===== config.mk =====
export PLATFORM = sky130hd
export DESIGN_NAME = hazard_control_unit
export DESIGN_NICKNAME = d
export VERILOG_FILES = /design/src/rtl/hazard_control_unit.sv
export SDC_FILE = /design/constraint.sdc
export NUM_CORES = 1
export LEC_CHECK = 0
export CELL_PAD_IN_SITES_DETAIL_PLACEMENT = 1
export CELL_PAD_IN_SITES_GLOBAL_PLACEMENT = 2
export CORE_UTILIZATION = 25
export DETAILED_ROUTE_END_ITERATION = 12
export GPL_TIMING_DRIVEN = 0
export PLACE_DENSITY_LB_ADDON = 0.1
export SLEW_MARGIN = 20
export SYNTH_ARGS = -nofsm -noshare
export SYNTH_HDL_FRONTEND = slang
export SYNTH_SLANG_ARGS = --single-unit

===== constraint.sdc =====
create_clock -name clk -period 2.1 [get_ports clk]
set_clock_uncertainty 0.2 [all_clocks]
set_input_delay 0.21 -clock clk [delete_from_list [all_inputs] [get_ports clk]]
set_output_delay 0.21 -clock clk [all_outputs]
set_load 0.02 [all_outputs]

===== src/rtl/hazard_control_unit.sv =====
// Pipeline hazard control: load-use bubbles, branch flushes, data-memory freeze
// with timeout, and a three-cycle drain before halting.
module hazard_control_unit #(
  parameter int MEM_TIMEOUT = 15,
  parameter int CNT_W       = 16
) (
  input  logic             clk,
  input  logic             rst_n,
  input  logic             ID_EX_MemRead,
  input  logic [3:0]       ID_EX_RegisterRd,
  input  logic [3:0]       IF_ID_RegisterRs,
  input  logic [3:0]       IF_ID_RegisterRt,
  input  logic             IF_ID_UsesRt,
  input  logic             ID_Halt,
  input  logic             Branch_taken,
  input  logic             mem_req,
  input  logic             mem_ready,
  output logic             PC_write,
  output logic             IF_ID_write,
  output logic             IF_ID_flush,
  output logic             ID_EX_write,
  output logic             ID_EX_flush,
  output logic             EX_MEM_write,
  output logic             MEM_WB_bubble,
  output logic             halted,
  output logic             mem_err,
  output logic [CNT_W-1:0] stall_cnt
);
  localparam int TO_W = $clog2(MEM_TIMEOUT + 1);

  localparam logic [1:0] S_RUN      = 2'd0;
  localparam logic [1:0] S_MEM_WAIT = 2'd1;
  localparam logic [1:0] S_DRAIN    = 2'd2;
  localparam logic [1:0] S_HALTED   = 2'd3;

  logic [1:0]       state_q, state_d;
  logic [TO_W-1:0]  to_q, to_d;
  logic [1:0]       drn_q, drn_d;
  logic             err_q, err_d;
  logic [CNT_W-1:0] scnt_q, scnt_d;

  logic mem_stall, load_use, to_hit;
  logic pc_c, ifw_c, iff_c, idw_c, idf_c, exw_c, bub_c;

  assign mem_stall = mem_req & ~mem_ready;
  assign load_use  = ID_EX_MemRead & (ID_EX_RegisterRd != 4'd0) &
                     ((ID_EX_RegisterRd == IF_ID_RegisterRs) |
                      (IF_ID_UsesRt & (ID_EX_RegisterRd == IF_ID_RegisterRt)));
  // This cycle is the MEM_TIMEOUT-th consecutive stall.
  assign to_hit    = mem_stall && ((int'(to_q) + 1) >= MEM_TIMEOUT);

  always_comb begin
    pc_c    = 1'b1;
    ifw_c   = 1'b1;
    iff_c   = 1'b0;
    idw_c   = 1'b1;
    idf_c   = 1'b0;
    exw_c   = 1'b1;
    bub_c   = 1'b0;
    state_d = state_q;
    to_d    = '0;
    drn_d   = drn_q;
    err_d   = err_q;
    if (state_q == S_HALTED) begin
      pc_c  = 1'b0;
      ifw_c = 1'b0;
      idw_c = 1'b0;
      exw_c = 1'b0;
      bub_c = 1'b1;
    end else if (mem_stall) begin
      pc_c  = 1'b0;
      ifw_c = 1'b0;
      idw_c = 1'b0;
      exw_c = 1'b0;
      bub_c = 1'b1;
      if (to_hit) begin
        state_d = S_HALTED;
        err_d   = 1'b1;
      end else begin
        to_d = to_q + 1'b1;
        // A frozen drain keeps its place; only RUN parks in MEM_WAIT.
        if (state_q != S_DRAIN) state_d = S_MEM_WAIT;
      end
    end else if (Branch_taken) begin
      iff_c   = 1'b1;
      idf_c   = 1'b1;
      state_d = S_RUN;
    end else if (state_q == S_DRAIN) begin
      pc_c  = 1'b0;
      ifw_c = 1'b0;
      idf_c = 1'b1;
      if (drn_q == 2'd2) state_d = S_HALTED;
      else               drn_d   = drn_q + 2'd1;
    end else if (ID_Halt) begin
      pc_c    = 1'b0;
      ifw_c   = 1'b0;
      idf_c   = 1'b1;
      state_d = S_DRAIN;
      drn_d   = 2'd0;
    end else begin
      if (load_use) begin
        pc_c  = 1'b0;
        ifw_c = 1'b0;
        idf_c = 1'b1;
      end
      state_d = S_RUN;
    end
  end

  always_comb begin
    scnt_d = scnt_q;
    if (state_q != S_HALTED && !pc_c && scnt_q != {CNT_W{1'b1}})
      scnt_d = scnt_q + 1'b1;
  end

  always_ff @(posedge clk or negedge rst_n) begin
    if (!rst_n) begin
      state_q <= S_RUN;
      to_q    <= '0;
      drn_q   <= '0;
      err_q   <= 1'b0;
      scnt_q  <= '0;
    end else begin
      state_q <= state_d;
      to_q    <= to_d;
      drn_q   <= drn_d;
      err_q   <= err_d;
      scnt_q  <= scnt_d;
    end
  end

  // Reset forces every control low immediately, independent of the clock.
  assign PC_write      = rst_n & pc_c;
  assign IF_ID_write   = rst_n & ifw_c;
  assign IF_ID_flush   = rst_n & iff_c;
  assign ID_EX_write   = rst_n & idw_c;
  assign ID_EX_flush   = rst_n & idf_c;
  assign EX_MEM_write  = rst_n & exw_c;
  assign MEM_WB_bubble = rst_n & bub_c;
  assign halted        = rst_n & (state_q == S_HALTED);
  assign mem_err       = err_q;
  assign stall_cnt     = scnt_q;
endmodule

Yosys cells after proc, flatten, opt, wreduce, memory -nomap -nowiden. Index checks and enable logic that the tools add are counted.

Bits in registers: 25. Input bits: 20. Output and inout bits: 25.

Add/sub/neg operators: 4. Order comparisons: 1. Equal/unequal tests: 11. Muxes and demuxes: 32. Bitwise operators: 15. Reductions and logical operators: 9.

Operator list (count): $mux W2 (10); $mux W1 (19); $add A16 B1 Y16 const B (1); $ne A16 B16 Y1 const B (1); $mux W4 (3); $and A1 B1 Y1 (10); $eq A4 B4 Y1 (2); $eq A2 B2 Y1 const B (3); $ne A2 B2 Y1 const B (3); $reduce_and A3 Y1 (2); $add A4 B1 Y5 const B (1); $ge A5 B4 Y1 const B (1); $reduce_and A5 Y1 (1); $add A4 B1 Y4 const B (1); $ne A4 B3 Y1 const B (1); $not A1 Y1 (4); $reduce_bool A4 Y1 (1); $logic_and A1 B1 Y1 (3); $ne A3 B1 Y1 const B (1); $add A2 B1 Y2 const B (1); $reduce_bool A2 Y1 (1); $logic_not A1 Y1 (1); $or A1 B1 Y1 (1).

Longest topological paths before layout. Gate-level depths: netlist of the first run.

Depth in word-level cells: 13. Depth in mapped cells: 8. Mapped depth without buffers: 8.

Least setup slack after synthesis of the first run. Ideal clock, no wire load.

Path type: input -> output. Start point: input port ID_EX_RegisterRd[0]. End point: output port PC_write. Arrival time: 2.020 ns. Data required time: 1.690 ns. Slack: -0.330 ns. Stages: 6. Path buffers: 1. Cell sequence: o41a_1 -> nand3_1 -> o2bb2ai_1 -> or3_4 -> a21boi_0 -> buf_4.

Cells in the longest elaborated chain, start to end: 11. Elaborated cells on any way between the ends: 14. Those cells by class: 2 x eq/ne; 6 x mux; 5 x bitwise; 1 x reduce/logical.

RTL lines: start, declared (line 10) `input logic [3:0] ID_EX_RegisterRd,`; $eq A4 B4 Y1 (line 48) `(IF_ID_UsesRt & (ID_EX_RegisterRd == IF_ID_RegisterRt)));`; $and A1 B1 Y1 (line 48); $or A1 B1 Y1 (line 47) `((ID_EX_RegisterRd == IF_ID_RegisterRs) |`; $and A1 B1 Y1 * (line 46) `assign load_use = ID_EX_MemRead & (ID_EX_RegisterRd != 4'd0) &`; $mux W1 * (6 in a row); $and A1 B1 Y1 *; end, declared (line 18) `output logic PC_write,`.

Mark *: on every way between the ends. The rest lies on a longest branch, timed or not.

Worst setup path after layout of the first run.
Start point: input port ID_EX_RegisterRd[2]. End point: output port PC_write.

Cells in the longest elaborated chain, start to end: 11. Elaborated cells on any way between the ends: 14. Those cells by class: 2 x eq/ne; 6 x mux; 5 x bitwise; 1 x reduce/logical.

RTL lines: $eq A4 B4 Y1 (line 48); $and A1 B1 Y1 (line 48); $or A1 B1 Y1 (line 47); $and A1 B1 Y1 * (line 46); $mux W1 * (line 101) `if (load_use) begin`; $mux W1 * (line 94) `end else if (ID_Halt) begin`; $mux W1 * (line 88) `end else if (state_q == S_DRAIN) begin`; $mux W1 * (line 84) `end else if (Branch_taken) begin`; $mux W1 * (line 70) `end else if (mem_stall) begin`; $mux W1 * (line 64) `if (state_q == S_HALTED) begin`; $and A1 B1 Y1 * (line 133) `assign PC_write = rst_n & pc_c;`.

Marks and branches as above.

==> Implementation_results.wiki, run 1 <==
{| class="wikitable"
! Metric !! Value
|-
| Max Buffers Root-to-Sink || 2
|-
| Count of vias placed by the detailed router || 1364
|-
| Largest stage delay on the critical path || 0.47 ns
|-
| Data arrival at the endpoint of the critical path || 1.70 ns
|-
| Part of the cycle the worst path needs || 100%
|-
| Maximum net fanout on the critical path || 3
|-
| Share of power burned in combinational logic || 44.9%
|-
| Clock edge transition at the registers on the reported setup and hold paths || 0.09 ns
|-
| Post-Syn Instances || 152
|-
| Fraction of power consumed by the clock network || 15.2%
|-
| Tightest Pin Transition || 0.503 ns
|-
| Total standard cell area after synthesis || 1470 µm²
|-
| Synthesized area per cell || 9.65 µm²
|-
| Filler instances || 635
|-
| Number of standard-cell rows in the floorplan || 27
|-
| Classification of the worst setup path || in2out
|-
| Net Switching || 732 µW
|-
| Highest Clock Rate || 475 MHz
|-
| Clock root cell || sky130_fd_sc_hd__clkbuf_8
|-
| Non-filler cells in the finished layout || 295
|-
| Share of the yosys chip area belonging to registers || 42.7%
|-
| Final GP Congestion || 0.736
|-
| Effective utilization at floorplan || 26.3%
|-
| Worst vdd ir || 0.000429 V
|-
| Total inserted antenna cells || 0
|-
| Worst min-delay path category || in2async
|-
| Number of port buffers || 44
|-
| Power per cell area || 792 nW/µm²
|-
| Detailed-placement wirelength estimate || 3000 µm
|-
| Worst setup path startpoint || ID_EX_RegisterRd[2]
|-
| Worst setup EP type || output port
|-
| Crit-path slowest cell || sky130_fd_sc_hd__o41a_1
|-
| Total global-route track usage || 14.2%
|-
| Overall die width || 78.6 µm
|-
| Setup repair after global routing missed its margin || yes
|-
| Number of enable flip-flop cells after synthesis || 0
|-
| Per-cell via count in the routed design || 4.62
|-
| Fraction of layout instances using a drive strength above 1 || 29.6%
|-
| Sequential share of power || 39.9%
|-
| Number of top-level pins || 45
|-
| Number of H-tree branching levels || 1
|-
| Combined buffer and inverter count along the critical path || 3
|-
| Number of placed instances with taps included || 268
|-
| Count of nets after finishing || 248
|-
| Standard cell core area || 5570 µm²
|-
| Per-cell routed wire length || 14.8 µm
|-
| Syn_nets || 176
|-
| Element type at the critical path start || input pin
|-
| Area Growth Syn to Fin || 63.6%
|-
| Drt first pass iters || 3
|-
| Worst-case setup margin in the final layout || -0.00734 ns
|-
| Required time at the worst-slack endpoint || 1.69 ns
|-
| Antenna viol nets, final || 0
|-
| Number of buffers inserted during clock tree synthesis || 3
|-
| Relative slew slack || 66.0%
|-
| Routed wire length || 4350 µm
|-
| Max-slew violation count || 0
|-
| Via count of the first global-routing pass || 1428
|-
| P_int || 1170 µW
|-
| Number of DRC markers after the initial detailed-route iteration || 27
|-
| Synth cell types || 40
|-
| Largest net degree at the start of global routing || 26
|-
| Remaining design rule violation count || 0
|-
| Cell-by-cell listing of the critical path || buf_8 > o41a_1 > nand3_2 > o2bb2ai_4 > or3_4 > a21boi_2 > buf_4 > buf_6
|-
| Switching part of the total || 38.5%
|-
| Area taken by multi-input logic gates || 965 µm²
|-
| Die Ht || 78.6 µm
|-
| Cell type group with the largest total delay on the critical path || compound AO/OA/AOI/OAI gates
|-
| Final setup violation count || 1
|-
| Sequential cell area || 633 µm²
|-
| Final period demand of the worst path || 2.11 ns
|-
| Global-route wire length before repair || 6840 µm
|-
| Total number of yosys warnings || 0
|-
| Total power || 1900 µW
|-
| Outcome || finished with violations
|-
| Violated checks || setup timing
|-
| Count of final hold-check violations || 0
|-
| Reg-to-reg critical path startpoint || state_q[1]$_DFFE_PN0P_
|-
| Clock insertion delay at the later pin of the skew report || 0.27 ns
|-
| GR Overflow Total || 0
|-
| Leakage || 0.00111 µW
|-
| Max-capacitance violation count || 0
|-
| Prevailing post-synth register cell || sky130_fd_sc_hd__dfrtp_1
|-
| TritonCTS clock tree || done
|-
| Antenna violations before repair || 0
|-
| Number of sinks handled by clock tree synthesis || 25
|-
| Synthesis-stage register bit count || 25
|-
| Floorplan die area || 6180 µm²
|-
| FFs w/ async S/R, synth || 100%
|}
sequential cells by signal, summed over array words and instances, names as in the netlist:
register and flops:
to_q 4, mem_err 1, state_q 2, stall_cnt 16, drn_q 2
layout by cell type, fill, tap and decap left out, types with 6 or more instances in the layout:
master | synthesis | layout
sky130_fd_sc_hd__buf_4 | 2 | 25
sky130_fd_sc_hd__a21oi_1 | 8 | 8
sky130_fd_sc_hd__xor2_1 | 16 | 16
sky130_fd_sc_hd__dlygate4sd2_1 | 0 | 7
sky130_fd_sc_hd__dfrtp_2 | 0 | 6
sky130_fd_sc_hd__dfrtp_1 | 25 | 19
sky130_fd_sc_hd__inv_1 | 8 | 8
sky130_fd_sc_hd__clkdlybuf4s50_1 | 0 | 22
sky130_fd_sc_hd__nand2_1 | 11 | 8
sky130_fd_sc_hd__xnor2_1 | 8 | 7
sky130_fd_sc_hd__nor3_1 | 10 | 9
sky130_fd_sc_hd__nor2_1 | 7 | 6
sky130_fd_sc_hd__nand3_1 | 8 | 6
sky130_fd_sc_hd__dlymetal6s2s_1 | 0 | 6
routing by layer:
metal	routed length [µm]	GRT usage, %	up-vias
met1	1930	18.3	654
li1	-	-	682
met5	0	0	-
met4	21	3.89	0
met3	168	2.21	2
met2	2230	24.3	26
metrics by stage:
step / hold slack, ns / utilization (%) / cell area [µm²] / setup TNS (ns) / worst slack (ns)
after global routing: 0.269 / 43.0 / 2400 / -0.114 / -0.0485
after CTS: 0.265 / 38.9 / 2170 / 0 / 0.00591
final: 0.263 / 43.0 / 2400 / -0.00734 / -0.00734
after floorplan: -0.286 / - / 1480 / 0 / 0.0111
after detailed placement: 0.0756 / 35.9 / 2000 / -9.88 / -0.971
after global placement: 0.258 / 36.0 / 2010 / -14.52 / -1.23
path summary, 6_finish.rpt:
kind	endpoint	slack, ns	cells after the start
max in group asynchronous	stall_cnt[0]$_DFFE_PN0P_	1.26	3
hold reg to reg	drn_q[0]$_DFFE_PN0P_	0.29	1
setup reg to reg	stall_cnt[12]$_DFFE_PN0P_	0.08	6
setup / recovery	PC_write	-0.007	8
min in group clk	drn_q[0]$_DFFE_PN0P_	0.29	1
hold / removal	to_q[0]$_DFF_PN0_	0.26	3
timing repair:
action	CTS	global route
endpoints found under the setup margin	27	25
buffers inserted	4	16
pin swaps	12	9
gates resized for setup	55	30
cloned	1	0
hold buffers	2	0
endpoints found under the hold margin	25	0
logic make-up (layout without fill, tap and decap cells):
kind of cell,count (synthesis),after routing,share of synthesized area [%]
DFF,25,25,42.7
AOI/OAI and AO/OA,28,29,12.9
adders and majority gates,4,4,3.41
buffers and inverters,10,80,3.07
muxes,3,3,2.22
xor gates and xnor gates,24,24,14.3
and+or+nand+nor,58,58,21.4
worst min-delay path, stage by stage:
cell                            delay (ns)
sky130_fd_sc_hd__dlygate4sd3_1        0.52
sky130_fd_sc_hd__buf_2                0.16
sky130_fd_sc_hd__buf_12               0.20
Yosys cell counts (all sizes together), types with 2 or more instances:
| cell | count | share of area, % |
|---|---|---|
| a21boi | 2 | 1.0 |
| a21oi | 9 | 3.3 |
| a31oi | 2 | 0.85 |
| and3 | 5 | 2.1 |
| and4 | 2 | 1.2 |
| buf | 2 | 1.0 |
| dfrtp | 25 | 43 |
| ha | 4 | 3.4 |
| inv | 8 | 2.0 |
| mux2 | 2 | 1.5 |
| nand2 | 11 | 2.8 |
| nand2b | 2 | 0.85 |
| nand3 | 8 | 2.7 |
| nand4 | 3 | 1.3 |
| nor2 | 7 | 1.8 |
| nor2b | 4 | 1.7 |
| nor3 | 11 | 4.1 |
| o21ai | 3 | 1.0 |
| xnor2 | 8 | 4.8 |
| xor2 | 16 | 9.6 |
cell type report:
type | count | share of cell area [%]
sequential | 25 | 26.4
tap | 72 | 3.76
timing repair buffer | 66 | 25.9
clock buffer | 4 | 1.88
inverter | 8 | 1.25
buffer | 2 | 0.626
multi-input combinational | 118 | 40.2
power by group through the flow:
stage	clock network [µW]	registers [µW]	logic, µW
final	289	757	854
after global routing	323	780	932
after CTS	308	747	763
after detailed placement	0	747	722
after global placement	0	740	702
after floorplan	0	813	305
Power figures use the tool's default switching activity.
==> run 2, diff against run 1 <==
- HOLD_SLACK_MARGIN: unset -> 0.02
==> results of run 2 <==
Same layout as run 1: the final DEF is identical, and so are final timing and power.
